## src/rtl/request_responder_pkg.sv

```systemverilog
// Shared types and defaults for the request_begin/request_end responder.
// The FSM state type is exported so checkers can observe the state through the debug port.
package request_pkg;

  typedef enum logic [1:0] {
    RSP_IDLE    = 2'd0,
    RSP_ISSUE   = 2'd1,
    RSP_WAIT    = 2'd2,
    RSP_RESPOND = 2'd3
  } rsp_state_t;

  localparam int DEF_ADDR_WIDTH     = 32;
  localparam int DEF_DATA_WIDTH     = 32;
  localparam int DEF_DEPTH          = 4;
  localparam int DEF_TIMEOUT_CYCLES = 255;

  // Bits needed to hold the values 0..n inclusive.
  function automatic int cnt_width(input int n);
    return $clog2(n + 1);
  endfunction

endpackage

```

## src/rtl/request_responder_if.sv

```systemverilog
// Memory-side port of the responder: request offer plus completion return.
// Handshake: a request transfers on a posedge where mem_valid & mem_ready are both 1.
// While mem_valid is high, mem_addr/mem_wdata/mem_write stay stable until that edge.
// mem_done is a one-cycle completion pulse, and mem_rdata is meaningful only while it is high.
interface request_responder_if #(
  parameter int ADDR_WIDTH = 32,
  parameter int DATA_WIDTH = 32
);

  logic                  mem_valid;
  logic                  mem_ready;
  logic [ADDR_WIDTH-1:0] mem_addr;
  logic [DATA_WIDTH-1:0] mem_wdata;
  logic                  mem_write;
  logic                  mem_done;
  logic [DATA_WIDTH-1:0] mem_rdata;

  modport master (
    output mem_valid,
    output mem_addr,
    output mem_wdata,
    output mem_write,
    input  mem_ready,
    input  mem_done,
    input  mem_rdata
  );

  modport slave (
    input  mem_valid,
    input  mem_addr,
    input  mem_wdata,
    input  mem_write,
    output mem_ready,
    output mem_done,
    output mem_rdata
  );

endinterface

```

## src/rtl/request_responder_fifo.sv

```systemverilog
// Request queue for the responder: power-of-2 circular buffer with a registered count.
// A push is accepted when the queue is full only if a pop happens in the same cycle.
module request_fifo #(
  parameter int DEPTH = 4,
  parameter int WIDTH = 65
) (
  input  logic                     clk,
  input  logic                     reset,
  input  logic                     push,
  input  logic                     pop,
  input  logic [WIDTH-1:0]         wr_data,
  output logic [WIDTH-1:0]         head,
  output logic [$clog2(DEPTH):0]   count,
  output logic                     full,
  output logic                     empty
);

  localparam int AW = $clog2(DEPTH);
  localparam int CW = AW + 1;

  logic [WIDTH-1:0] mem_q [DEPTH];
  logic [AW-1:0]    wr_ptr_q;
  logic [AW-1:0]    rd_ptr_q;
  logic [CW-1:0]    count_q;
  logic             push_en;
  logic             pop_en;

  assign full    = (count_q == CW'(DEPTH));
  assign empty   = (count_q == '0);
  assign pop_en  = pop & ~empty;
  assign push_en = push & (~full | pop_en);
  assign head    = mem_q[rd_ptr_q];
  assign count   = count_q;

  // Storage is not reset; the top only exposes head while a request is offered.
  always_ff @(posedge clk) begin
    if (push_en) begin
      mem_q[wr_ptr_q] <= wr_data;
    end
  end

  // Pointers wrap naturally because DEPTH is a power of two.
  always_ff @(posedge clk or negedge reset) begin
    if (!reset) begin
      wr_ptr_q <= '0;
      rd_ptr_q <= '0;
      count_q  <= '0;
    end else begin
      if (push_en) begin
        wr_ptr_q <= wr_ptr_q + AW'(1);
      end
      if (pop_en) begin
        rd_ptr_q <= rd_ptr_q + AW'(1);
      end
      case ({push_en, pop_en})
        2'b10:   count_q <= count_q + CW'(1);
        2'b01:   count_q <= count_q - CW'(1);
        default: count_q <= count_q;
      endcase
    end
  end

endmodule

```

## src/rtl/request_responder.sv

```systemverilog
// Responder end of the request_begin/request_end protocol: queues requests, issues them one at a
// time to the memory port, and returns exactly one in-order request_end per accepted request.
module request_responder
  import request_pkg::*;
#(
  parameter int ADDR_WIDTH     = DEF_ADDR_WIDTH,
  parameter int DATA_WIDTH     = DEF_DATA_WIDTH,
  parameter int DEPTH          = DEF_DEPTH,
  parameter int TIMEOUT_CYCLES = DEF_TIMEOUT_CYCLES
) (
  input  logic                  clk,
  input  logic                  reset,
  input  logic                  request_begin,
  input  logic [ADDR_WIDTH-1:0] req_addr,
  input  logic [DATA_WIDTH-1:0] req_wdata,
  input  logic                  req_write,
  output logic                  req_full,
  output logic                  overflow,
  output logic                  request_end,
  output logic [DATA_WIDTH-1:0] resp_data,
  output logic                  resp_error,
  output logic                  busy,
  request_responder_if.master   mem,
  output rsp_state_t            dbg_state
);

  localparam int EW = ADDR_WIDTH + DATA_WIDTH + 1;
  localparam int CW = $clog2(DEPTH) + 1;
  localparam int TW = cnt_width(TIMEOUT_CYCLES);
  localparam logic [TW-1:0] TO_LAST = TW'(TIMEOUT_CYCLES - 1);

  rsp_state_t            state_q;
  rsp_state_t            state_d;
  logic [TW-1:0]         cnt_q;
  logic                  timeout_hit;
  logic                  wr_inflight_q;
  logic                  overflow_q;
  logic [DATA_WIDTH-1:0] resp_data_q;
  logic                  resp_error_q;

  logic                  fifo_push;
  logic                  fifo_pop;
  logic                  fifo_full;
  logic                  fifo_empty;
  logic [CW-1:0]         fifo_count;
  logic [EW-1:0]         fifo_head;
  logic                  head_write;
  logic [ADDR_WIDTH-1:0] head_addr;
  logic [DATA_WIDTH-1:0] head_wdata;

  // Queue entry layout: {write, addr, wdata}.
  assign fifo_push  = request_begin & (~fifo_full | fifo_pop);
  assign head_write = fifo_head[EW-1];
  assign head_addr  = fifo_head[EW-2 -: ADDR_WIDTH];
  assign head_wdata = fifo_head[DATA_WIDTH-1:0];

  request_fifo #(
    .DEPTH (DEPTH),
    .WIDTH (EW)
  ) u_fifo (
    .clk     (clk),
    .reset   (reset),
    .push    (fifo_push),
    .pop     (fifo_pop),
    .wr_data ({req_write, req_addr, req_wdata}),
    .head    (fifo_head),
    .count   (fifo_count),
    .full    (fifo_full),
    .empty   (fifo_empty)
  );

  assign timeout_hit = (cnt_q == TO_LAST);

  always_ff @(posedge clk or negedge reset) begin
    if (!reset) begin
      state_q <= RSP_IDLE;
    end else begin
      state_q <= state_d;
    end
  end

  always_comb begin
    state_d  = state_q;
    fifo_pop = 1'b0;
    case (state_q)
      RSP_IDLE: begin
        if (!fifo_empty) begin
          state_d = RSP_ISSUE;
        end
      end
      RSP_ISSUE: begin
        if (mem.mem_ready) begin
          fifo_pop = 1'b1;
          state_d  = RSP_WAIT;
        end
      end
      RSP_WAIT: begin
        // A completion arriving on the last timeout cycle still counts as a normal completion.
        if (mem.mem_done || timeout_hit) begin
          state_d = RSP_RESPOND;
        end
      end
      RSP_RESPOND: begin
        state_d = fifo_empty ? RSP_IDLE : RSP_ISSUE;
      end
      default: state_d = RSP_IDLE;
    endcase
  end

  always_ff @(posedge clk or negedge reset) begin
    if (!reset) begin
      cnt_q         <= '0;
      wr_inflight_q <= 1'b0;
      overflow_q    <= 1'b0;
      resp_data_q   <= '0;
      resp_error_q  <= 1'b0;
    end else begin
      overflow_q <= overflow_q | (request_begin & ~fifo_push);
      case (state_q)
        RSP_ISSUE: begin
          if (mem.mem_ready) begin
            cnt_q         <= '0;
            wr_inflight_q <= head_write;
          end
        end
        RSP_WAIT: begin
          if (mem.mem_done) begin
            resp_data_q  <= wr_inflight_q ? '0 : mem.mem_rdata;
            resp_error_q <= 1'b0;
          end else if (timeout_hit) begin
            resp_data_q  <= '0;
            resp_error_q <= 1'b1;
          end else begin
            cnt_q <= cnt_q + TW'(1);
          end
        end
        default: ;
      endcase
    end
  end

  // Head fields are only driven while offered, so the port reads all-zero when idle.
  assign mem.mem_valid = (state_q == RSP_ISSUE);
  assign mem.mem_addr  = mem.mem_valid ? head_addr  : '0;
  assign mem.mem_wdata = mem.mem_valid ? head_wdata : '0;
  assign mem.mem_write = mem.mem_valid & head_write;

  assign request_end = (state_q == RSP_RESPOND);
  assign resp_data   = resp_data_q;
  assign resp_error  = resp_error_q;
  assign req_full    = fifo_full;
  assign overflow    = overflow_q;
  assign busy        = (fifo_count != '0) || (state_q != RSP_IDLE);
  assign dbg_state   = state_q;

endmodule

```

## src/flat_wrapper.sv

```systemverilog
// flat-port wrapper written by rule: the top's interface ports become plain ports
module request_responder_flat import request_pkg::*;
#(
  parameter int ADDR_WIDTH     = DEF_ADDR_WIDTH,
  parameter int DATA_WIDTH     = DEF_DATA_WIDTH,
  parameter int DEPTH          = DEF_DEPTH,
  parameter int TIMEOUT_CYCLES = DEF_TIMEOUT_CYCLES
)
  (clk, reset, request_begin, req_addr, req_wdata, req_write, req_full, overflow, request_end, resp_data, resp_error, busy, dbg_state, mem_mem_valid, mem_mem_addr, mem_mem_wdata, mem_mem_write, mem_mem_ready, mem_mem_done, mem_mem_rdata);
  request_responder_if #(.ADDR_WIDTH(ADDR_WIDTH), .DATA_WIDTH(DATA_WIDTH)) mem_i ();
  input  logic clk;
  input  logic reset;
  input  logic request_begin;
  input  logic [ADDR_WIDTH-1:0] req_addr;
  input  logic [DATA_WIDTH-1:0] req_wdata;
  input  logic req_write;
  output logic req_full;
  output logic overflow;
  output logic request_end;
  output logic [DATA_WIDTH-1:0] resp_data;
  output logic resp_error;
  output logic busy;
  output rsp_state_t dbg_state;
  output wire logic [$bits(mem_i.mem_valid)-1:0] mem_mem_valid;
  output wire logic [$bits(mem_i.mem_addr)-1:0] mem_mem_addr;
  output wire logic [$bits(mem_i.mem_wdata)-1:0] mem_mem_wdata;
  output wire logic [$bits(mem_i.mem_write)-1:0] mem_mem_write;
  input wire logic [$bits(mem_i.mem_ready)-1:0] mem_mem_ready;
  input wire logic [$bits(mem_i.mem_done)-1:0] mem_mem_done;
  input wire logic [$bits(mem_i.mem_rdata)-1:0] mem_mem_rdata;
  assign mem_mem_valid = mem_i.mem_valid;
  assign mem_mem_addr = mem_i.mem_addr;
  assign mem_mem_wdata = mem_i.mem_wdata;
  assign mem_mem_write = mem_i.mem_write;
  assign mem_i.mem_ready = mem_mem_ready;
  assign mem_i.mem_done = mem_mem_done;
  assign mem_i.mem_rdata = mem_mem_rdata;
  request_responder #(.ADDR_WIDTH(ADDR_WIDTH), .DATA_WIDTH(DATA_WIDTH), .DEPTH(DEPTH), .TIMEOUT_CYCLES(TIMEOUT_CYCLES)) u_core (.clk(clk), .reset(reset), .request_begin(request_begin), .req_addr(req_addr), .req_wdata(req_wdata), .req_write(req_write), .req_full(req_full), .overflow(overflow), .request_end(request_end), .resp_data(resp_data), .resp_error(resp_error), .busy(busy), .mem(mem_i), .dbg_state(dbg_state));
endmodule
```

## config.mk

```make
export PLATFORM = sky130hd
export DESIGN_NAME = request_responder_flat
export DESIGN_NICKNAME = d
export VERILOG_FILES = /design/src/rtl/request_responder_pkg.sv /design/src/rtl/request_responder_if.sv /design/src/rtl/request_responder_fifo.sv /design/src/rtl/request_responder.sv /design/src/flat_wrapper.sv
export SDC_FILE = /design/constraint.sdc
export NUM_CORES = 1
export LEC_CHECK = 0
export CAP_MARGIN = 30
export CELL_PAD_IN_SITES_DETAIL_PLACEMENT = 1
export CELL_PAD_IN_SITES_GLOBAL_PLACEMENT = 1
export CORE_ASPECT_RATIO = 0.9
export CORE_MARGIN = 10
export CORE_UTILIZATION = 41
export CTS_CLUSTER_SIZE = 12
export DETAILED_ROUTE_END_ITERATION = 16
export GPL_TIMING_DRIVEN = 0
export PLACE_DENSITY = 0.86
export REMOVE_ABC_BUFFERS = 1
export SKIP_LAST_GASP = 1
export SLEW_MARGIN = 5
export SYNTH_ARGS = -nofsm -noshare
export SYNTH_HDL_FRONTEND = slang
export SYNTH_SLANG_ARGS = --single-unit
```

## constraint.sdc

```tcl
create_clock -name clk -period 2.7 [get_ports clk]
set_input_delay 0.54 -clock clk [delete_from_list [all_inputs] [get_ports clk]]
set_output_delay 0.54 -clock clk [all_outputs]
set_load 0.1 [all_outputs]
```

### Word-level counts from Yosys, hierarchy flattened

Memory sizes are Yosys's and may differ from the RTL's.
Index checks and enable logic that the tools add are counted.

* mux-type cells: 21
* bitwise logic cells: 11
* reductions and logical operators: 13
* $add $sub $neg: 5
* eq/ne operators: 12

Operator list (number)
* 32-bit 2-to-1 mux: 5
* 8-bit 2-to-1 mux: 3
* 8-bit case mux with 2 select lines: 1
* 8-bit by 1-bit adder with 8-bit output, second input constant: 1
* 8-bit == test, second input constant: 1
* 2-bit inequality test, second input constant: 4
* 2-bit case mux with 4 select lines: 1
* 2-bit nonzero test: 4
* 1-bit 2-to-1 mux: 7
* 2-bit == test, second input constant: 3
* 2-bit 2-to-1 mux: 3
* 3-bit case mux with 2 select lines: 1
* 1-bit bitwise AND: 5
* 2-bit by 1-bit adder with 2-bit output, second input constant: 2
* 2-bit by 1-bit == test with 1-bit output, second input constant: 2
* 2-bit AND reduction: 2
* 4-bit AND reduction: 1
* 3-bit by 1-bit adder with 3-bit output, second input constant: 1
* 3-bit == test, second input constant: 1
* 3-bit zero test: 1
* 1-bit inverter: 3
* 1-bit bitwise OR: 3
* 3-bit AND reduction: 1
* 3-bit nonzero test: 1
* other kinds (4): 5

* output and inout port bits: 105
* memories: 1
* bits in writable memories: 260
* register bits after elaboration: 52
* word-level logic and storage cells: 72

Memory list
* u_core.u_fifo.mem_q: depth 4, width 65, rd ports 1, clocked after memory_dff 0, write ports 1, line request_responder_fifo.sv:21 `logic [WIDTH-1:0] mem_q [DEPTH];`

### Longest topological paths before layout

* word-level depth: 7
* mapped depth: 12
* depth with buffers taken out: 12

### Hierarchy

From an unflattened synthesis, not the netlist that was laid out.

* cells, all modules: 661
* area, all modules: 12628.4 um2

Modules (own cells, without submodules)
* request_fifo: area an instance 9875.7 um2, cells an instance 394, instances 1
* request_responder: area an instance 2752.6 um2, cells an instance 267, instances 1

### Worst setup path before layout

OpenSTA, ideal clock, no wires.

* kind: register to register
* start: reg u_core.state_q[0], in the netlist u_core.dbg_state[0]
* end: mem u_core.u_fifo.mem_q[0][0] (enable)
* arrival: 3.969 ns
* period minus slack after synthesis: 4.399 ns
* stages on the path, launching flop included: 5
* setup time: 0.430 ns
* slack: -1.699 ns
* buffers on the path: 0
* path through: dfrtp_1 ha_1 nand2_1 nand2_1 and3_1

* longest elaborated chain between the ends: 7
* elaborated cells on any way between the ends: 9

Ends and longest elaborated chain
* start: declaration: line request_responder.sv:32 `rsp_state_t state_q;`
* start signal: assignment: line request_responder.sv:78 `state_q <= state_d;`
* 2-bit by 1-bit == test with 1-bit output *
* net mem_mem_valid: line flat_wrapper.sv:24 `output wire logic [$bits(mem_i.mem_valid)-1:0] mem_mem_valid;`
* 1-bit 2-to-1 mux *: line request_responder.sv:85 `case (state_q)`
* 1-bit bitwise OR / 1-bit bitwise AND (equally long branches): line request_responder.sv:52, request_responder_fifo.sv:30
* 1-bit bitwise AND / 1-bit bitwise OR (equally long branches): line request_responder.sv:52, request_responder_fifo.sv:31
* 1-bit bitwise AND *: line request_responder_fifo.sv:31 `assign push_en = push & (~full | pop_en);`
* 1-bit 2-to-1 mux *: line request_responder_fifo.sv:37 `if (push_en) begin`
* 1-bit 2-to-1 mux (implied by the code) *: line request_responder_fifo.sv:38 `mem_q[wr_ptr_q] <= wr_data;`
* end: declaration: line request_responder_fifo.sv:21

The timed path passes the listed nets; every way through them passes the cells marked *.

### Final worst setup path

* start: reg u_core.u_fifo.rd_ptr_q[0]
* end: out mem_mem_addr[31]

* longest elaborated chain between the ends: 2

Ends and longest elaborated chain
* start: declaration: line request_responder_fifo.sv:23 `logic [AW-1:0] rd_ptr_q;`
* start signal: assignment: line request_responder_fifo.sv:53 `rd_ptr_q <= rd_ptr_q + AW'(1);`
* memory read 4 x 65 bit
* 32-bit 2-to-1 mux: line request_responder.sv:144 `assign mem.mem_addr = mem.mem_valid ? head_addr : '0;`
* end: declaration: line flat_wrapper.sv:25 `output wire logic [$bits(mem_i.mem_addr)-1:0] mem_mem_addr;`

Every way passes these cells.

==> impl_results.md <==
- IO Count: 207
- Placeable core region: 29100 sq um
- Critical Path Sink Type: output port
- Final Core Density: 58.3%
- Main area contributors after synthesis: edfxtp_1, mux4_2, dfrtp_1
- Slew @ Worst Pin: 1.03 ns
- Synth Area per Inst: 20.2 sq um
- Worst Clk Skew: 0.00902 ns
- Routability congestion estimate: 0.714
- Status: finished with violations
- Number of synthesized flops with an enable pin: 260
- First-pass GRT wire length: 49500 um
- Total track usage: 17.5%
- Routed Antenna Nets: 0
- Die Area: 37100 sq um
- Final Max Tran Viols: 0
- Layout cell share with drive strength beyond 1: 32.1%
- Post-DP HPWL: 19000 um
- Rel. slew slack: 31.3%
- Req. time, crit path: 2.16 ns
- Critical Path AT: 2.21 ns
- Sequential share of the synthesized area: 74.7%
- Largest net degree at the start of global routing: 51
- Setup CP Type: reg2out
- DIE HEIGHT: 184 um
- Initial DRC count: 332
- Drt drc: 0
- Yosys cell types: 45
- Longest Clk Path Bufs: 3
- CTS Buf Count: 35
- Count of final setup violators: 27
- Fin. Hold Viols: 0
- Worst-skew pair later-pin latency: 0.49 ns
- Clock-pin transition on the worst setup and hold timing paths: 0.06 ns
- Main synth FF type: edfxtp_1
- Final min period: 2.75 ns
- Via Count: 6668
- Drt pass-1 iters: 4
- Die width: 202 um
- Asr flop ratio synth: 16.7%
- Final worst-path cycle share: 102%
- Layout Nets: 977
- Initial Utilization: 41.9%
- Failing checks: negative setup slack
- Yosys Warn Count: 0
- Initial antenna violation count: 2
- Reg2Reg Setup Slack: 0.03 ns
- Worst setup margin: -0.0534 ns
- Share of the synthesized area in the top cell type: 64.0%
- Root Driver: clkbuf_16
- Synthesized cell area: 12200 sq um
- Fmax: 363 MHz
- Vias per cell: 5.20
- Final Routed Wirelength: 33100 um
- CP Max Fanout: 6
- # H-tree levels: 2
- RSZ-0062 raised after global routing: yes
- Seq cells post-synth: 312
- Max-cap violations: 0
- CTS Sinks: 312
- Leading area contributor after synthesis: edfxtp_1
- Critical Path Source Type: flip-flop
- Synthesized instance count: 605
- Num rows: 59
- WL per Instance: 25.8 um
- Input/output buffers: 206
- CTS tree: built
- Hold Path Class: reg2reg
- Number of global-route vias before repair: 7597
- GR Overflow Total: 0
- Layout area overhead: 38.9%
-- sequential cells by signal, summed over array words and instances, names as in the netlist --
name	cells
u_core.u_fifo.mem_q	260
u_core.resp_data	32
u_core.cnt_q	8
u_core.u_fifo.count	3
u_core.dbg_state	2
u_core.u_fifo.rd_ptr_q	2
u_core.u_fifo.wr_ptr_q	2
u_core.overflow	1
u_core.resp_error	1
u_core.wr_inflight_q	1
-- synthesized netlist by cell type, drive strengths merged (2+ instances only) --
master and number:
a21oi 4, a22o 32, a2bb2oi 2, and2 66, and3 4, buf 17
clkbuf 13, dfrtp 52, edfxtp 260, ha 12, inv 10, mux2 4
mux4 65, nand2 12, nand2b 3, nand3 5, nand4 2, nor2 5
nor2b 2, o211ai 2, o21ai 10, xnor2 4, xor2 3
-- cell families after synthesis --
logic type	share of synthesized area [%]
adder cells (fa/ha/maj)	1.40
XOR/XNOR	0.503
multiplexers	12.5
AND/OR/NAND/NOR	5.22
buffers and inverters	2.01
flip-flops	74.7
AO/OA/AOI/OAI	3.73
-- cells in the final DEF (no fill, tap or decap), types with 2 or more instances in the layout --
| cell type | instances |
|---|---|
| clkdlybuf4s50_1 | 135 |
| a2bb2oi_1 | 2 |
| clkinv_2 | 3 |
| edfxtp_1 | 260 |
| xnor2_1 | 4 |
| clkinv_1 | 7 |
| mux2_2 | 4 |
| dfrtp_1 | 49 |
| o211ai_1 | 2 |
| xor2_1 | 3 |
| a22o_1 | 32 |
| nand3_1 | 5 |
| nand2_1 | 10 |
| buf_6 | 25 |
| buf_16 | 9 |
| nor2b_1 | 2 |
| buf_8 | 8 |
| clkbuf_1 | 11 |
| nor2_2 | 2 |
| nor2_1 | 2 |
| a21oi_1 | 4 |
| and2_4 | 41 |
| buf_12 | 53 |
| and3_4 | 4 |
| ha_1 | 10 |
| clkdlybuf4s15_2 | 2 |
| inv_1 | 9 |
| dfrtp_4 | 2 |
| clkbuf_16 | 36 |
| and2_1 | 25 |
| mux4_2 | 65 |
| o21ai_0 | 9 |
| diode_2 | 2 |
| buf_4 | 11 |
| bufinv_16 | 2 |
| nand2b_1 | 3 |
-- final timing paths --
kind,start,endpoint,cells past startpoint
max,u_core.u_fifo.rd_ptr_q[0]$_DFFE_PN0P_,mem_mem_addr[31],6
min in group asynchronous,reset,u_core.cnt_q[2]$_DFFE_PN0P_,2
min reg2reg,u_core.resp_data[10]$_DFFE_PN0P_,u_core.resp_data[10]$_DFFE_PN0P_,1
max in group asynchronous,reset,u_core.resp_data[30]$_DFFE_PN0P_,3
min,u_core.resp_data[10]$_DFFE_PN0P_,u_core.resp_data[10]$_DFFE_PN0P_,1
max reg2reg,u_core.dbg_state[1]$_DFFE_PN0P_,u_core.u_fifo.count[2]$_DFFE_PN0P_,14
-- metal layers --
metal  track usage, %  wire [um]  vias up
met2             31.1      17400      172
met5                0          0        -
met4             5.08        780        0
met3             3.49       1500       50
li1                 -          -     2928
met1             21.2      13500     3518
-- stage by stage --
step	setup TNS [ns]	cell area, sq um	worst slack (ns)	hold slack [ns]	instances
after global routing	-3.04	16900	-0.113	0.535	1281
after floorplan	-765.63	12000	-2.42	0.244	575
after global placement	-1372.93	14500	-4.15	0.479	1177
final	-0.654	16900	-0.0534	0.506	1282
after detailed placement	-128.32	14900	-0.912	0.484	1191
after CTS	-6.34	16600	-0.282	0.498	1282
-- what timing repair did --
| item | 4_1_cts | 5_1_grt |
|---|---|---|
| gates resized for setup | 464 | 126 |
| hold endpoints to repair | 16 | 0 |
| cloned | 4 | 1 |
| buffers inserted | 32 | 4 |
| hold buffers | 1 | 0 |
| endpoints found under the setup margin | 317 | 61 |
| pin swaps | 0 | 11 |
-- area by class of cell --
cell class / instances / area [sq um]
Fill cell: 2579 / 12100
Multi-Input combinational cell: 253 / 3000
Antenna cell: 2 / 5.00
Clock buffer: 46 / 917
Sequential cell: 312 / 9120
Timing Repair Buffer: 250 / 3270
Clock inverter: 13 / 110
Inverter: 10 / 37.5
Tap cell: 396 / 495
-- critical path, stage by stage (launching register included) --
cell     delay [ns]
dfrtp_4        0.51
buf_12         0.16
buf_12         0.15
buf_8          0.13
mux4_2         0.42
and2_4         0.18
buf_12         0.16
Power is left out: the tool's default activity adds up to more than one toggle a clock period on the data nets, which glitch-free logic cannot reach.
